==> config.mk <==
export PLATFORM = sky130hd
export DESIGN_NAME = histogram_peak_finder
export DESIGN_NICKNAME = d
export VERILOG_FILES = /design/src/rtl/histogram_peak_finder.sv
export SDC_FILE = /design/constraint.sdc
export NUM_CORES = 1
export LEC_CHECK = 0
export ABC_AREA = 1
export BUFFER_PORTS_ARGS = -buffer_cell sky130_fd_sc_hd__buf_2
export CAP_MARGIN = 20
export CORE_UTILIZATION = 25
export DETAILED_ROUTE_END_ITERATION = 6
export HOLD_SLACK_MARGIN = 0.1
export RECOVER_POWER = 100
export SLEW_MARGIN = 0
export SYNTH_ARGS = -nofsm -noshare
export SYNTH_HDL_FRONTEND = slang
export SYNTH_SLANG_ARGS = --single-unit
==> constraint.sdc <==
create_clock -name clk -period 11 [get_ports clk]
set_clock_uncertainty 0.2 [all_clocks]
set_input_delay 1.65 -clock clk [delete_from_list [all_inputs] [get_ports clk]]
set_output_delay 1.65 -clock clk [all_outputs]
set_load 0.05 [all_outputs]
==> src/rtl/histogram_peak_finder.sv <==
// Reads x/y projection histograms from histogramTop, extracts per-axis peak and
// thresholded extent, clears the histogram block and publishes registered results.
module histogram_peak_finder #(
  parameter int X_BINS         = 240,
  parameter int Y_BINS         = 180,
  parameter int DATA_W         = 8,
  parameter int TIMEOUT_CYCLES = 1024
) (
  input  logic              clk,
  input  logic              reset,
  input  logic              start,
  input  logic [DATA_W-1:0] threshold,
  output logic              readHistogram,
  output logic              clearHistogram,
  input  logic [DATA_W-1:0] xHistogramIn,
  input  logic              xValid,
  input  logic [DATA_W-1:0] yHistogramIn,
  input  logic              yValid,
  input  logic              histogramCleared,
  output logic              busy,
  output logic              done,
  output logic              error,
  output logic              objectFound,
  output logic [7:0]        xPeakIndex,
  output logic [7:0]        yPeakIndex,
  output logic [DATA_W-1:0] xPeakValue,
  output logic [DATA_W-1:0] yPeakValue,
  output logic [7:0]        xMin,
  output logic [7:0]        xMax,
  output logic [7:0]        yMin,
  output logic [7:0]        yMax
);

  localparam int XCW = $clog2(X_BINS + 1);
  localparam int YCW = $clog2(Y_BINS + 1);
  localparam int TW  = $clog2(TIMEOUT_CYCLES + 1);

  typedef enum logic [1:0] {
    S_IDLE  = 2'd0,
    S_READ  = 2'd1,
    S_CLEAR = 2'd2,
    S_DONE  = 2'd3
  } state_t;

  state_t            r_state;
  logic              r_read;
  logic              r_clear;
  logic              r_busy;
  logic              r_done;
  logic              r_error;
  logic [TW-1:0]     r_idle;

  logic [XCW-1:0]    r_x_cnt;
  logic [DATA_W-1:0] r_x_pk_val;
  logic [7:0]        r_x_pk_idx;
  logic              r_x_found;
  logic [7:0]        r_x_min;
  logic [7:0]        r_x_max;

  logic [YCW-1:0]    r_y_cnt;
  logic [DATA_W-1:0] r_y_pk_val;
  logic [7:0]        r_y_pk_idx;
  logic              r_y_found;
  logic [7:0]        r_y_min;
  logic [7:0]        r_y_max;

  logic              r_obj;
  logic [7:0]        r_pub_x_idx;
  logic [7:0]        r_pub_y_idx;
  logic [DATA_W-1:0] r_pub_x_val;
  logic [DATA_W-1:0] r_pub_y_val;
  logic [7:0]        r_pub_x_min;
  logic [7:0]        r_pub_x_max;
  logic [7:0]        r_pub_y_min;
  logic [7:0]        r_pub_y_max;

  logic              w_x_take;
  logic              w_y_take;
  logic              w_x_full;
  logic              w_y_full;
  logic [7:0]        w_x_idx;
  logic [7:0]        w_y_idx;
  logic              w_beat;
  logic              w_timeout;

  // Beats past the last bin are not taken, so the counters saturate at the bin count.
  assign w_x_take  = xValid && (r_x_cnt < XCW'(X_BINS));
  assign w_y_take  = yValid && (r_y_cnt < YCW'(Y_BINS));
  assign w_x_full  = (r_x_cnt == XCW'(X_BINS)) || (w_x_take && (r_x_cnt == XCW'(X_BINS - 1)));
  assign w_y_full  = (r_y_cnt == YCW'(Y_BINS)) || (w_y_take && (r_y_cnt == YCW'(Y_BINS - 1)));
  assign w_x_idx   = 8'(r_x_cnt);
  assign w_y_idx   = 8'(r_y_cnt);
  assign w_beat    = xValid || yValid;
  assign w_timeout = !w_beat && (r_idle == TW'(TIMEOUT_CYCLES - 1));

  // Control FSM, per-axis trackers and published result registers.
  always_ff @(posedge clk or posedge reset) begin
    if (reset) begin
      r_state     <= S_IDLE;
      r_read      <= 1'b0;
      r_clear     <= 1'b0;
      r_busy      <= 1'b0;
      r_done      <= 1'b0;
      r_error     <= 1'b0;
      r_idle      <= '0;
      r_x_cnt     <= '0;
      r_x_pk_val  <= '0;
      r_x_pk_idx  <= 8'd0;
      r_x_found   <= 1'b0;
      r_x_min     <= 8'd0;
      r_x_max     <= 8'd0;
      r_y_cnt     <= '0;
      r_y_pk_val  <= '0;
      r_y_pk_idx  <= 8'd0;
      r_y_found   <= 1'b0;
      r_y_min     <= 8'd0;
      r_y_max     <= 8'd0;
      r_obj       <= 1'b0;
      r_pub_x_idx <= 8'd0;
      r_pub_y_idx <= 8'd0;
      r_pub_x_val <= '0;
      r_pub_y_val <= '0;
      r_pub_x_min <= 8'd0;
      r_pub_x_max <= 8'd0;
      r_pub_y_min <= 8'd0;
      r_pub_y_max <= 8'd0;
    end else begin
      case (r_state)
        S_IDLE: begin
          r_done <= 1'b0;
          if (start) begin
            r_state    <= S_READ;
            r_read     <= 1'b1;
            r_busy     <= 1'b1;
            r_error    <= 1'b0;
            r_idle     <= '0;
            r_x_cnt    <= '0;
            r_x_pk_val <= '0;
            r_x_pk_idx <= 8'd0;
            r_x_found  <= 1'b0;
            r_x_min    <= 8'd0;
            r_x_max    <= 8'd0;
            r_y_cnt    <= '0;
            r_y_pk_val <= '0;
            r_y_pk_idx <= 8'd0;
            r_y_found  <= 1'b0;
            r_y_min    <= 8'd0;
            r_y_max    <= 8'd0;
          end
        end

        S_READ: begin
          if (w_x_take) begin
            r_x_cnt <= r_x_cnt + XCW'(1);
            // Strict compare keeps the lowest index on ties.
            if (xHistogramIn > r_x_pk_val) begin
              r_x_pk_val <= xHistogramIn;
              r_x_pk_idx <= w_x_idx;
            end
            if (xHistogramIn >= threshold) begin
              if (!r_x_found) begin
                r_x_found <= 1'b1;
                r_x_min   <= w_x_idx;
              end
              r_x_max <= w_x_idx;
            end
          end
          if (w_y_take) begin
            r_y_cnt <= r_y_cnt + YCW'(1);
            if (yHistogramIn > r_y_pk_val) begin
              r_y_pk_val <= yHistogramIn;
              r_y_pk_idx <= w_y_idx;
            end
            if (yHistogramIn >= threshold) begin
              if (!r_y_found) begin
                r_y_found <= 1'b1;
                r_y_min   <= w_y_idx;
              end
              r_y_max <= w_y_idx;
            end
          end

          // Any strobe, even an excess one, proves the source is alive.
          r_idle <= w_beat ? '0 : r_idle + TW'(1);

          if ((w_x_full && w_y_full) || w_timeout) begin
            r_state <= S_CLEAR;
            r_read  <= 1'b0;
            r_clear <= 1'b1;
            r_idle  <= '0;
            if (w_timeout) begin
              r_error <= 1'b1;
            end
          end
        end

        S_CLEAR: begin
          if (histogramCleared) begin
            r_state <= S_DONE;
            r_clear <= 1'b0;
            r_done  <= 1'b1;
            // An aborted read leaves the previous results published.
            if (!r_error) begin
              r_pub_x_idx <= r_x_pk_idx;
              r_pub_y_idx <= r_y_pk_idx;
              r_pub_x_val <= r_x_pk_val;
              r_pub_y_val <= r_y_pk_val;
              if (r_x_found && r_y_found) begin
                r_obj       <= 1'b1;
                r_pub_x_min <= r_x_min;
                r_pub_x_max <= r_x_max;
                r_pub_y_min <= r_y_min;
                r_pub_y_max <= r_y_max;
              end else begin
                r_obj       <= 1'b0;
                r_pub_x_min <= 8'd0;
                r_pub_x_max <= 8'd0;
                r_pub_y_min <= 8'd0;
                r_pub_y_max <= 8'd0;
              end
            end
          end
        end

        S_DONE: begin
          r_state <= S_IDLE;
          r_done  <= 1'b0;
          r_busy  <= 1'b0;
        end

        default: begin
          r_state <= S_IDLE;
          r_read  <= 1'b0;
          r_clear <= 1'b0;
          r_busy  <= 1'b0;
          r_done  <= 1'b0;
        end
      endcase
    end
  end

  assign readHistogram  = r_read;
  assign clearHistogram = r_clear;
  assign busy           = r_busy;
  assign done           = r_done;
  assign error          = r_error;
  assign objectFound    = r_obj;
  assign xPeakIndex     = r_pub_x_idx;
  assign yPeakIndex     = r_pub_y_idx;
  assign xPeakValue     = r_pub_x_val;
  assign yPeakValue     = r_pub_y_val;
  assign xMin           = r_pub_x_min;
  assign xMax           = r_pub_x_max;
  assign yMin           = r_pub_y_min;
  assign yMax           = r_pub_y_max;

endmodule

# Yosys cells after proc, flatten, opt, wreduce, memory -nomap -nowiden

Cells that the tools add are included.

Input port bits: 30
Output and inout bits: 70
Register bits after elaboration: 165
Logic and storage cells: 155

Equality and inequality tests: 20
Bitwise logic cells: 1
Add/sub/neg operators: 3
Reduce and logical (&&, ||, !) cells: 34
Mux-type cells: 63
Magnitude comparators: 6

Operator list:

| operator                                                          | number |
|---|---|
| 8-bit 2-to-1 mux                                                  | 25 |
| 8-bit one-hot mux with 2 select lines                             | 10 |
| 11-bit 2-to-1 mux                                                 | 3 |
| 8-bit == test, second input constant                              | 4 |
| 2-bit != test, second input constant                              | 12 |
| 11-bit one-hot mux with 2 select lines                            | 1 |
| 4-bit AND reduction                                               | 5 |
| 3-bit AND reduction                                               | 6 |
| 8-bit by 1-bit adder with 8-bit output, second input constant     | 2 |
| 8-bit >= comparator                                               | 2 |
| 8-bit > comparator                                                | 2 |
| 8-bit < comparator, second input constant                         | 2 |
| 1-bit one-hot mux with 2 select lines                             | 7 |
| 1-bit 2-to-1 mux                                                  | 13 |
| 11-bit by 1-bit adder with 11-bit output, second input constant   | 1 |
| 11-bit by 10-bit == test with 1-bit output, second input constant | 1 |
| 5-bit AND reduction                                               | 2 |
| 2-bit one-hot mux with 4 select lines                             | 1 |
| 2-bit nonzero test                                                | 4 |
| 1-bit logical AND                                                 | 7 |
| 2-bit 2-to-1 mux                                                  | 3 |
| 2-bit AND reduction                                               | 3 |
| 2-bit == test, second input constant                              | 2 |
| 1-bit logical OR                                                  | 4 |
| other kinds (5)                                                   | 5 |

# Logic depth before layout (Yosys ltp)

Word-level depth: 8
Mapped depth: 12
Gate-level depth less buffers: 11

# Worst setup path before layout

Ideal clock, no wire load.

Path type: input-to-reg
From: in threshold[1]
To: reg r_y_found
Path buffers: 1
Slack: 7.698 ns
Stages on the path: 11
Library setup time: 0.138 ns
Required time: 10.662 ns
Data arrival time: 2.965 ns
Cell sequence: inv_1 ha_1 inv_1 nor2_1 o21bai_1 nand2_1 nand2_1 nand4_1 nand2_2 buf_4 a21oi_1

Longest elaborated chain between the ends: 3

RTL lines:

| element                              | line | RTL |
|---|---|---|
| start, declared                      | 12   | `input logic [DATA_W-1:0] threshold,` |
| 8-bit >= comparator                  | 174  | `if (yHistogramIn >= threshold) begin` |
| 2-bit != test (no source line)       | -    |  |
| 4-bit AND reduction (no source line) | -    |  |
| end signal, assigned                 | 115  | `r_y_found <= 1'b0;` |
| end signal, assigned                 | 146  | `r_y_found <= 1'b0;` |
| end signal, assigned                 | 176  | `r_y_found <= 1'b1;` |
| end, declared                        | 63   | `logic r_y_found;` |

Every way passes these cells.
A chain may end at the register's enable or synchronous reset.

# Worst setup path after layout

From: reg r_state[1]
To: reg r_y_pk_idx[4]

Longest elaborated chain between the ends: 3
Elaborated cells between the ends (all ways): 8
Those cells by class: 4 x eq/ne; 1 x mux; 3 x reduce/logical

RTL lines:

| element                                                                       | line | RTL |
|---|---|---|
| start, declared                                                               | 45   | `state_t r_state;` |
| start signal, assigned                                                        | 99   | `r_state <= S_IDLE;` |
| start signal, assigned                                                        | 132  | `r_state <= S_READ;` |
| start signal, assigned                                                        | 187  | `r_state <= S_CLEAR;` |
| 2-bit by 1-bit == test with 1-bit output or 2-bit logical NOT (tied branches) | 128  | `case (r_state)` |
| 2-bit != test (no source line) or 2-bit nonzero test (tied branches)          | -    |  |
| 4-bit AND reduction (no source line)                                          | -    |  |
| end signal, assigned                                                          | 172  | `r_y_pk_idx <= w_y_idx;` |
| end, declared                                                                 | 62   | `logic [7:0] r_y_pk_idx;` |

Several ways; a longest one is shown, not always the timed one.

==> out/qor.csv <==
metric,value,unit
grt_util_all_layers,0.132,
root_buffer,clkbuf_16,
critPathKind,flop to flop,
viasPerCell,4.42,
die-area,32500,um2
first_global_vias,6183,
cts_hold_buf,0,
ant_nets,0,
postCtsResizedCells,0,
arrival,6.24,ns
path_delay_family,buffers and inverters,
overflow,0,
rows,64,
cp-start-kind,flop,
yosysSeqAreaShare,0.520,
max_stage_delay,1.72,ns
drt_wl_total,20.6,mm
power_density,231,nW/um2
nNetsFinal,1107,
largest_register_ffs,11,
max_freq,163,MHz
top_register,r_idle,
crit_chain,"inv_1, ha_1, clkbuf_1, inv_1, o21ai_0, inv_1, a21oi_4, nand3_1, nand3_1, nand2_1",
ys_warn_count,0,
start_util,0.257,
cts_buffers,17,
ir_worst_vdd,0.124,mV
yosys.cell_types.count,32,
synthCells,948,
hpwl,14.8,mm
drcViolationCount,0,
ios,100,
die_y,180,um
min_to,yPeakIndex[6],
cp_slowest_cell,clkbuf_1,
grt_max_degree,95,
cp_max_fo,49,
synth.ff_latch_count,165,
maxCapViolCount,3,
cts.path.max_buffers,2,
drtIter0Drc,482,
synth.avg_cell_area,8.37,um2
synth_nets,1019,
drive_gt1_frac,0.0601,
setup_viol,0,
ys_top_cells_by_area,"dfrtp_1, nand2_1, ha_1",
setup-tns-final,0,ns
synth_top_area_cell,dfrtp_1,
fin_crit,6.13,ns
core_area,30900,um2
hold_viol,0,
cts_sinks,165,
netlist_area,7930,um2
ff2ff_setup_slack,4.87,ns
cp.required,11.11,ns
slew_violations,199,
rsz0062_at_grt,no,
period_share,0.557,
h-tree-depth,4,
routedWlPerCell,14.3,um
tightest_slew,4.22,ns
clk_pin_slew,0.07,ns
crit_buf_inv,4,
final_util,0.301,
post_cts_buffers,0,
hold_class,flop to flop,
portBuffers,99,
grt_pass1_wl,33.5,mm
r2r_start,r_state[1],
hold_depth,2,
dr.pass1.iters,4,
vias,6397,
cts_tree,yes,
crit_path_frequent_cell,inv_1,
status,"complete, but fails checks",
min-delay-start,r_y_pk_idx[6],
p_leak,4.58,nW
max_slew_margin,-1.83,
gp_congestion,0.826,
end_kind,flop,
r2r-end,r_y_pk_idx[4],
fp.dieW,180,um
clkLatencyLatePin,0.44,ns
yosysTopAreaCellShare,0.520,
reg2regPathDepth,10,
antenna_found_initial,2,
fillCellCount,3349,
violations,"max-capacitance violations, max-slew violations",
area_growth,17.3,%
-- worst min-delay path, stage by stage (launching register included) --
cell     delay, ns
dfrtp_1       0.34
nand2_1       0.05
nand2_1       0.05
-- power breakdown --
part / switching, W / internal, W
combinational: 0.000592 / 0.000152
sequential: 0.0000668 / 0.000712
clock: 0.000273 / 0.000350
total: 0.000933 / 0.00121
-- layout by cell type (no fill, tap or decap), types with 5 or more instances in the layout --
cell type / synthesis / layout
a21oi_1: 20 / 20
clkbuf_16: 0 / 17
nand2_1: 281 / 283
o21bai_1: 5 / 5
o31ai_1: 5 / 5
clkbuf_1: 18 / 78
inv_1: 128 / 131
ha_1: 41 / 41
dfrtp_1: 165 / 165
o21ai_0: 92 / 101
nor2_1: 34 / 34
nand3_1: 58 / 59
buf_2: 11 / 26
nand4_1: 42 / 42
xor2_1: 7 / 7
-- kinds of logic (layout without fill, tap and decap cells) --
kind of cell | count (synthesis) | after routing | synth area share
buffers and inverters | 168 | 269 | 0.0817
AND/OR/NAND/NOR | 426 | 426 | 0.228
XOR/XNOR | 11 | 11 | 0.0121
adder cells (fa/ha/maj) | 41 | 41 | 0.0647
other | 0 | 2 | 0
AO/OA/AOI/OAI | 137 | 137 | 0.0929
flip-flops | 165 | 165 | 0.520
-- layout make-up --
| cell class | count | area, um2 | area share |
|---|---|---|---|
| multi-input combinational | 615 | 3140 | 0.338 |
| timing repair buffer | 104 | 427 | 0.0459 |
| antenna | 2 | 5.00 | 0.000538 |
| clock inverter | 13 | 163 | 0.0175 |
| sequential | 165 | 4130 | 0.444 |
| tap | 396 | 495 | 0.0532 |
| clock buffer | 19 | 443 | 0.0476 |
| inverter | 133 | 500 | 0.0538 |
-- Yosys cell counts --
cell and number:
buf_4 1, o21ai_0 92, a21oi_4 1, ha_1 41, clkbuf_1 18, o21bai_1 5, inv_2 4, a21oi_1 20
o31ai_1 5, nand4_1 42, xnor2_1 4, and2_1 1, o21ai_1 8, o21ai_2 1, inv_1 128, buf_2 11
dfrtp_1 165, a21o_1 2, nand2_2 2, clkinv_1 1, nor3_1 4, nand3_2 1, nand3_1 58, or2_2 1
buf_1 5, nor3b_1 1, o22ai_1 1, nor2_1 34, o21a_1 2, xor2_1 7, nand4_2 1, nand2_1 281
-- metal layers --
layer / part of all wire / global-route usage / wire length (um) / up-vias
li1: - / - / - / 3232
met1: 0.45 / 0.168 / 9370 / 3026
met2: 0.48 / 0.218 / 9880 / 120
met3: 0.047 / 0.0307 / 974 / 19
met4: 0.019 / 0.0468 / 396 / 0
met5: 0 / 0 / 0 / -
-- per-stage QoR --
step	instance area (um2)	setup WS, ns	hold WS (ns)	std cells	power, W
floorplan	7930	4.69	0.242	948	0.00137
global placement	8810	7.12	0.252	1412	0.00155
detailed placement	8830	7.07	0.253	1413	0.00156
CTS	9430	7.41	0.270	1445	0.00220
global route	9300	4.24	0.289	1446	0.00229
finish	9310	4.87	0.271	1447	0.00215
-- worst max-delay path by stage --
stage / start / endpoint / cells after the start
detailed placement: yHistogramIn[7] / r_y_pk_idx[4] / 8
CTS: r_state[1] / r_y_pk_idx[4] / 10
global placement: yHistogramIn[7] / r_y_pk_val[0] / 8
finish: r_state[1] / r_y_pk_idx[4] / 10
floorplan: reset / busy / 1
global route: r_state[1] / r_y_pk_idx[4] / 10
Note: power is estimated with default switching activity, not from simulation.
